## src/rtl/trace_replay_pkg.sv

```systemverilog
// Shared types and default widths for the trace replay generator.
package trace_replay_pkg;

  localparam int unsigned DEF_DATA_WIDTH = 1;
  localparam int unsigned DEF_TIME_WIDTH = 64;
  localparam int unsigned DEF_DEPTH      = 16;

  typedef enum logic [1:0] {
    ST_IDLE     = 2'd0,
    ST_PREFETCH = 2'd1,
    ST_RUN      = 2'd2,
    ST_DONE     = 2'd3
  } state_e;

  // Entry layout at the default widths; the top redeclares it at its own widths.
  typedef struct packed {
    logic [DEF_TIME_WIDTH-1:0] stamp;
    logic [DEF_DATA_WIDTH-1:0] value;
  } entry_t;

endpackage

```

## src/rtl/trace_replay_gen_if.sv

```systemverilog
// Host load port of the trace replay generator: entry handshake plus clear.
interface trace_replay_gen_if
  import trace_replay_pkg::*;
#(
  parameter int unsigned TIME_WIDTH = DEF_TIME_WIDTH,
  parameter int unsigned DATA_WIDTH = DEF_DATA_WIDTH
) ();

  logic                  load_valid;
  logic                  load_ready;
  logic [TIME_WIDTH-1:0] load_time;
  logic [DATA_WIDTH-1:0] load_value;
  logic                  load_clear;

  modport master (
    output load_valid, load_time, load_value, load_clear,
    input  load_ready
  );

  modport slave (
    input  load_valid, load_time, load_value, load_clear,
    output load_ready
  );

endinterface

```

## src/rtl/trace_replay_mem.sv

```systemverilog
// Simple dual-port entry RAM: synchronous write, registered read (1-cycle latency).
module trace_replay_mem #(
  parameter int unsigned DEPTH      = 16,
  parameter int unsigned WIDTH      = 65,
  parameter int unsigned ADDR_WIDTH = $clog2(DEPTH)
) (
  input  logic                  clk_i,
  input  logic                  we_i,
  input  logic [ADDR_WIDTH-1:0] waddr_i,
  input  logic [WIDTH-1:0]      wdata_i,
  input  logic                  re_i,
  input  logic [ADDR_WIDTH-1:0] raddr_i,
  output logic [WIDTH-1:0]      rdata_o
);

  logic [WIDTH-1:0] mem_q [DEPTH];
  logic [WIDTH-1:0] rdata_q;

  always_ff @(posedge clk_i) begin
    if (we_i) mem_q[waddr_i] <= wdata_i;
  end

  // Read register holds its value between reads; it doubles as the replay head.
  always_ff @(posedge clk_i) begin
    if (re_i) rdata_q <= mem_q[raddr_i];
  end

  assign rdata_o = rdata_q;

endmodule

```

## src/rtl/trace_replay_gen.sv

```systemverilog
// Replays host-loaded (timestamp, value) events relative to the arm instant.
// Optional macro TRACE_REPLAY_LOOP_EN: restart from entry 0 after the last fire.
module trace_replay_gen
  import trace_replay_pkg::*;
#(
  parameter int unsigned DATA_WIDTH = DEF_DATA_WIDTH,
  parameter int unsigned TIME_WIDTH = DEF_TIME_WIDTH,
  parameter int unsigned DEPTH      = DEF_DEPTH,
  parameter int unsigned ADDR_WIDTH = $clog2(DEPTH)
) (
  input  logic                  emu_clk,
  input  logic                  emu_rst_n,
  input  logic [TIME_WIDTH-1:0] emu_time,
  trace_replay_gen_if.slave     load_if,
  input  logic                  arm,
  input  logic                  abort,
  output logic [DATA_WIDTH-1:0] replay_value,
  output logic                  replay_strobe,
  output logic                  busy,
  output logic                  done,
  output logic [ADDR_WIDTH:0]   count
);

  localparam int unsigned ENTRY_WIDTH = TIME_WIDTH + DATA_WIDTH;
  localparam int unsigned CNT_WIDTH   = ADDR_WIDTH + 1;

  typedef struct packed {
    logic [TIME_WIDTH-1:0] stamp;
    logic [DATA_WIDTH-1:0] value;
  } head_t;

  state_e                  state_q, state_d;
  logic [CNT_WIDTH-1:0]    count_q, count_d;
  logic [ADDR_WIDTH-1:0]   rd_ptr_q, rd_ptr_d;
  logic [TIME_WIDTH-1:0]   t0_q, t0_d;
  logic [DATA_WIDTH-1:0]   value_q, value_d;
  logic                    strobe_q, strobe_d;
  logic                    done_q, done_d;
  logic                    busy_q, busy_d;
  logic                    ready_q, ready_d;

  logic                    mem_we;
  logic                    mem_re;
  logic [ADDR_WIDTH-1:0]   mem_raddr;
  logic [ENTRY_WIDTH-1:0]  mem_rdata;
  head_t                   head;
  logic [TIME_WIDTH-1:0]   elapsed;
  logic                    fire;
  logic                    last;

  trace_replay_mem #(
    .DEPTH      (DEPTH),
    .WIDTH      (ENTRY_WIDTH),
    .ADDR_WIDTH (ADDR_WIDTH)
  ) u_mem (
    .clk_i   (emu_clk),
    .we_i    (mem_we),
    .waddr_i (count_q[ADDR_WIDTH-1:0]),
    .wdata_i ({load_if.load_time, load_if.load_value}),
    .re_i    (mem_re),
    .raddr_i (mem_raddr),
    .rdata_o (mem_rdata)
  );

  // Elapsed time wraps modulo 2^TIME_WIDTH, so a t0 near the top still works.
  assign head    = head_t'(mem_rdata);
  assign elapsed = emu_time - t0_q;
  assign fire    = (state_q == ST_RUN) && !abort && (elapsed >= head.stamp);
  assign last    = ({1'b0, rd_ptr_q} == (count_q - CNT_WIDTH'(1)));

  always_comb begin
    state_d   = state_q;
    count_d   = count_q;
    rd_ptr_d  = rd_ptr_q;
    t0_d      = t0_q;
    value_d   = value_q;
    strobe_d  = 1'b0;
    done_d    = done_q;
    mem_we    = 1'b0;
    mem_re    = 1'b0;
    mem_raddr = '0;

    case (state_q)
      ST_IDLE: begin
        if (load_if.load_clear) begin
          count_d = '0;
          done_d  = 1'b0;
        end else if (load_if.load_valid && ready_q) begin
          mem_we  = 1'b1;
          count_d = count_q + CNT_WIDTH'(1);
        end
        if (arm) begin
          if (count_q != '0) begin
            t0_d     = emu_time;
            rd_ptr_d = '0;
            mem_re   = 1'b1;
            done_d   = 1'b0;
            state_d  = ST_PREFETCH;
          end else begin
            done_d  = 1'b1;
            state_d = ST_DONE;
          end
        end
      end
      ST_PREFETCH: begin
        state_d = abort ? ST_IDLE : ST_RUN;
      end
      ST_RUN: begin
        if (abort) begin
          state_d = ST_IDLE;
        end else if (fire) begin
          strobe_d = 1'b1;
          value_d  = head.value;
          if (last) begin
`ifdef TRACE_REPLAY_LOOP_EN
            rd_ptr_d = '0;
            t0_d     = emu_time;
            mem_re   = 1'b1;
            state_d  = ST_PREFETCH;
`else
            done_d  = 1'b1;
            state_d = ST_DONE;
`endif
          end else begin
            rd_ptr_d  = rd_ptr_q + ADDR_WIDTH'(1);
            mem_re    = 1'b1;
            mem_raddr = rd_ptr_q + ADDR_WIDTH'(1);
          end
        end
      end
      ST_DONE: begin
        if (abort) state_d = ST_IDLE;
      end
      default: state_d = ST_IDLE;
    endcase

    busy_d  = (state_d == ST_PREFETCH) || (state_d == ST_RUN);
    ready_d = (state_d == ST_IDLE) && (count_d < CNT_WIDTH'(DEPTH));
  end

  always_ff @(posedge emu_clk) begin
    if (!emu_rst_n) begin
      state_q  <= ST_IDLE;
      count_q  <= '0;
      rd_ptr_q <= '0;
      t0_q     <= '0;
      value_q  <= '0;
      strobe_q <= 1'b0;
      done_q   <= 1'b0;
      busy_q   <= 1'b0;
      ready_q  <= 1'b1;
    end else begin
      state_q  <= state_d;
      count_q  <= count_d;
      rd_ptr_q <= rd_ptr_d;
      t0_q     <= t0_d;
      value_q  <= value_d;
      strobe_q <= strobe_d;
      done_q   <= done_d;
      busy_q   <= busy_d;
      ready_q  <= ready_d;
    end
  end

  assign load_if.load_ready = ready_q;
  assign replay_value       = value_q;
  assign replay_strobe      = strobe_q;
  assign busy               = busy_q;
  assign done               = done_q;
  assign count              = count_q;

endmodule

```

## src/flat_wrapper.sv

```systemverilog
// flat-port wrapper written by rule: the top's interface ports become plain ports
module trace_replay_gen_flat import trace_replay_pkg::*;
#(
  parameter int unsigned DATA_WIDTH = DEF_DATA_WIDTH,
  parameter int unsigned TIME_WIDTH = DEF_TIME_WIDTH,
  parameter int unsigned DEPTH      = DEF_DEPTH,
  parameter int unsigned ADDR_WIDTH = $clog2(DEPTH)
)
  (emu_clk, emu_rst_n, emu_time, arm, abort, replay_value, replay_strobe, busy, done, count, load_if_load_valid, load_if_load_time, load_if_load_value, load_if_load_clear, load_if_load_ready);
  trace_replay_gen_if #(.TIME_WIDTH(TIME_WIDTH), .DATA_WIDTH(DATA_WIDTH)) load_if_i ();
  input  logic emu_clk;
  input  logic emu_rst_n;
  input  logic [TIME_WIDTH-1:0] emu_time;
  input  logic arm;
  input  logic abort;
  output logic [DATA_WIDTH-1:0] replay_value;
  output logic replay_strobe;
  output logic busy;
  output logic done;
  output logic [ADDR_WIDTH:0] count;
  input wire logic [$bits(load_if_i.load_valid)-1:0] load_if_load_valid;
  input wire logic [$bits(load_if_i.load_time)-1:0] load_if_load_time;
  input wire logic [$bits(load_if_i.load_value)-1:0] load_if_load_value;
  input wire logic [$bits(load_if_i.load_clear)-1:0] load_if_load_clear;
  output wire logic [$bits(load_if_i.load_ready)-1:0] load_if_load_ready;
  assign load_if_i.load_valid = load_if_load_valid;
  assign load_if_i.load_time = load_if_load_time;
  assign load_if_i.load_value = load_if_load_value;
  assign load_if_i.load_clear = load_if_load_clear;
  assign load_if_load_ready = load_if_i.load_ready;
  trace_replay_gen #(.DATA_WIDTH(DATA_WIDTH), .TIME_WIDTH(TIME_WIDTH), .DEPTH(DEPTH), .ADDR_WIDTH(ADDR_WIDTH)) u_core (.emu_clk(emu_clk), .emu_rst_n(emu_rst_n), .emu_time(emu_time), .load_if(load_if_i), .arm(arm), .abort(abort), .replay_value(replay_value), .replay_strobe(replay_strobe), .busy(busy), .done(done), .count(count));
endmodule
```

## config.mk

```make
export PLATFORM = sky130hd
export DESIGN_NAME = trace_replay_gen_flat
export DESIGN_NICKNAME = d
export VERILOG_FILES = /design/src/rtl/trace_replay_pkg.sv /design/src/rtl/trace_replay_gen_if.sv /design/src/rtl/trace_replay_mem.sv /design/src/rtl/trace_replay_gen.sv /design/src/flat_wrapper.sv
export SDC_FILE = /design/constraint.sdc
export NUM_CORES = 2
export LEC_CHECK = 0
export ABC_AREA = 1
export BUFFER_PORTS_ARGS = -buffer_cell sky130_fd_sc_hd__buf_4
export CAP_MARGIN = 5
export CORE_MARGIN = 4
export CORE_UTILIZATION = 60
export CTS_CLUSTER_SIZE = 20
export DETAILED_ROUTE_END_ITERATION = 10
export GPL_TIMING_DRIVEN = 0
export PLACE_DENSITY_LB_ADDON = 0.08
export SLEW_MARGIN = 20
export SYNTH_ARGS = -nofsm -noshare
export SYNTH_HDL_FRONTEND = slang
export SYNTH_SLANG_ARGS = --single-unit
```

## constraint.sdc

```tcl
create_clock -name emu_clk -period 9.5 [get_ports emu_clk]
set_clock_uncertainty 0.2 [all_clocks]
set_input_delay 0.95 -clock emu_clk [delete_from_list [all_inputs] [get_ports emu_clk]]
set_output_delay 0.95 -clock emu_clk [all_outputs]
set_load 0.01 [all_outputs]
```

==> results.py <==
metrics = {
    "run_status": {
        "status": "finished, final reports clean",
    },
    "power": {
        "ir_drop_mv": 0.179,
        "power_w": 0.0118,
        "power.density_mw_per_mm2": 177,
        "power_leakage_nw": 29.6,
    },
    "detailed_routing": {
        "ant_nets": 0,
        "dr.pass1.iters": 6,
        "drc": 0,
        "dr_total_vias": 45900,
        "viasPerCell": 5.65,
        "wl_per_cell_um": 22.2,
        "drt_iter0_drc": 6055,
        "wl_um": 180000,
    },
    "clock_network": {
        "cts_tree": "done",
        "cts_setup_buffers": 0,
        "cts_buffers": 121,
        "cts_hold_buf": 0,
        "clkLatencyLatePin_ns": 0.74,
        "cts_max_level": 3,
        "root_buffer": "clkbuf_16",
        "ctsLongestPathBuffers": 3,
        "cts.sinks": 1185,
        "clkSlewWorstSetupHoldPaths_ns": 0.06,
        "post_cts_resized": 0,
    },
    "synthesis": {
        "synth_top_family_by_area": "simple AND/OR/NAND/NOR gates",
        "syn_area_mm2": 0.0588,
        "syn-num-nets": 6678,
        "yosysTopAreaCell": "edfxtp_1",
        "ys_warn_count": 0,
        "synth_top_area_share_pct": 56.4,
        "ys_seq_area_share_pct": 59.1,
        "synth_cell_types": 41,
        "synth-compound-area-share_pct": 3.73,
        "syn_area_per_cell_um2": 9.18,
        "synthTopCellsByArea": "edfxtp_1, inv_1, nand3_1",
        "synth.area.mux_share_pct": 0,
        "ys_seq_elements": 1185,
        "synthAdderAreaFrac_pct": 2.88,
        "synth_xor_xnor_area_share_pct": 1.01,
        "synthSimpleGateAreaFrac_pct": 20.9,
        "synth_cells": 6408,
    },
    "final_layout": {
        "nNetsFinal": 6995,
        "area_delta_synth_final_pct": 13.2,
        "final_area_mm2": 0.0666,
        "fill_cells": 7578,
        "drive_gt1_share_pct": 7.53,
    },
    "floorplan": {
        "dieHeight_um": 321,
        "start_util_pct": 60.7,
        "io_pins": 145,
        "dieArea_mm2": 0.103,
        "rows": 114,
        "core_area_mm2": 0.0970,
        "die_w_um": 321,
    },
    "sta": {
        "tightest_slew_ns": 1.00,
        "relSlewSlack_pct": 33.3,
        "slew_violations": 0,
        "layout_min_cycle_time_ns": 7.68,
        "rsz0062_at_grt": "false",
        "finalHoldViolations": 0,
        "max_freq_mhz": 130,
        "finalSetupViolCount": 0,
        "period_share_pct": 80.8,
    },
    "worst_setup_path": {
        "cp_common_cell": "nand2_1",
        "crit_type": "input port to flip-flop",
        "cp_top_family": "simple AND/OR/NAND/NOR gates",
        "path_buf_inv": 8,
        "crit_path_max_incr_delay_ns": 0.72,
        "required_ns": 9.74,
        "end_kind": "flip-flop",
        "worst_setup_path_start_kind": "input port",
        "crit_slowest_cell": "a21boi_0",
        "arrival_ns": 7.92,
        "cp_max_fo": 12,
    },
    "grt": {
        "met2_usage_pct": 54.7,
        "use_met3_pct": 7.39,
        "grt_pass1_vias": 42900,
        "grt-busiest-layer": "met2",
        "grt_pass1_wl_um": 263000,
        "antenna_found_initial": 9,
        "grt_max_degree": 39,
        "grt-ovfl-total": 0,
        "grtUsageMet1_pct": 46.7,
        "grtUsageTotal_pct": 34.4,
    },
    "placement": {
        "gp_routability_congestion": 0.956,
        "dp_hpwl_um": 127000,
        "port_buffers": 143,
        "place_area_mm2": 0.0628,
    },
    "run": {
        "drv_cap": 0,
    },
    "min_path": {
        "hold_class": "flip-flop to flip-flop",
    },
}
-- Yosys cell counts, drive strengths merged --
master / count
ha: 134
inv: 1554
o31ai: 1
dfxtp: 80
a31oi: 10
xor2: 42
o2111ai: 3
o21a: 13
nand4: 396
a21boi: 7
nand3: 812
clkinv: 1
nor2: 423
a21oi: 201
and3b: 1
o21bai: 13
edfxtp: 1105
a211oi: 3
clkbuf: 195
nand2: 1073
o211ai: 5
nor3b: 1
o21ai: 133
o211a: 1
nor4: 1
a21o: 11
fa: 1
or2: 4
a31o: 1
a22oi: 1
xnor2: 26
o2111a: 1
nor3: 14
buf: 141
-- flip-flops by register name, indices dropped and copies added (netlist names) --
signal / flops
u_core.busy: 1
u_core.rd_ptr_q: 4
u_core.u_mem.rdata_o: 65
u_core.replay_value: 1
u_core.replay_strobe: 1
u_core.state_q: 2
u_core.done: 1
u_core.count: 5
u_core.u_mem.mem_q: 1040
u_core.t0_q: 64
u_core.load_if.load_ready: 1
-- cell usage in the layout, fill, tap and decap left out, types with 14 or more instances in the layout --
cell type  count
xnor2_1       26
buf_1         20
nand3_1      810
diode_2       15
clkbuf_16    122
clkinv_1      34
ha_1         134
nand4_1      396
nor3_1        14
nand2_1     1070
dfxtp_1       80
o21ai_0      133
clkinv_2      21
buf_12        38
nor2_1       404
inv_1       1551
clkbuf_1     217
xor2_1        42
nor2_4        19
a21oi_1      201
edfxtp_1    1105
buf_4        146
buf_2        118
-- power by group --
group          internal [W]  switching, W  total [W]
Clock               0.00259       0.00203    0.00463
Combinational      0.000375       0.00102    0.00140
Sequential          0.00575     0.0000164    0.00577
-- kinds of logic (layout without fill, tap and decap cells) --
kind of cell | count (synthesis) | in the layout
buffers and inverters | 1891 | 2307
DFF | 1185 | 1185
AOI/OAI and AO/OA | 404 | 404
xor gates and xnor gates | 68 | 68
other | 0 | 15
and+or+nand+nor | 2725 | 2725
adders and majority gates | 135 | 135
-- path summary, 6_finish.rpt --
check                               startpoint                            endpoint  slack (ns)  cells after the start
setup / recovery                   emu_time[0]  u_core.u_mem.rdata_o[44]$_DFFE_PP_        1.82                     32
setup reg to reg   u_core.t0_q[0]$_SDFFE_PN0P_  u_core.u_mem.rdata_o[44]$_DFFE_PP_        1.88                     30
hold reg to reg   u_core.t0_q[45]$_SDFFE_PN0P_        u_core.t0_q[45]$_SDFFE_PN0P_        0.25                      2
hold / removal    u_core.t0_q[45]$_SDFFE_PN0P_        u_core.t0_q[45]$_SDFFE_PN0P_        0.25                      2
-- layer usage --
layer | vias up | routed length, um
met4 | 6 | 7420
met1 | 21400 | 69600
li1 | 21500 | -
met5 | - | 33
met2 | 2551 | 82300
met3 | 394 | 20500
-- worst register-to-register path: cells and delay by family, from the launching register on --
family,cells,cell delay [ns]
buffers and inverters,6,1.92
DFF,1,0.33
and+or+nand+nor,16,2.32
AOI/OAI and AO/OA,4,1.55
adders and majority gates,3,0.82
xor gates and xnor gates,1,0.17
-- final cells by class --
cell class | count | area, um2 | share of cell area [%]
flip-flops and latches | 1185 | 34800 | 52.2
well taps | 1276 | 1600 | 2.40
diodes | 15 | 37.5 | 0.0564
plain buffers | 336 | 1430 | 2.14
clock buffers | 150 | 3160 | 4.74
repair buffers | 194 | 2190 | 3.29
multi-input cells | 3332 | 16900 | 25.4
clock inverters | 72 | 638 | 0.958
inverters | 1555 | 5840 | 8.76
-- metrics by stage --
step | util, % | hold WS [ns] | TNS (ns) | setup WS [ns] | instances
final | 68.7 | 0.254 | 0 | 1.82 | 8115
after global routing | 68.6 | 0.272 | 0 | 1.50 | 8100
after CTS | 68.6 | 0.256 | 0 | 1.89 | 8100
after detailed placement | 64.7 | 0.251 | 0 | 1.16 | 7878
after global placement | 63.4 | 0.243 | -24.04 | -0.589 | 7827
after floorplan | - | 0.233 | 0 | 2.92 | 6408
Power figures use the tool's default switching activity.
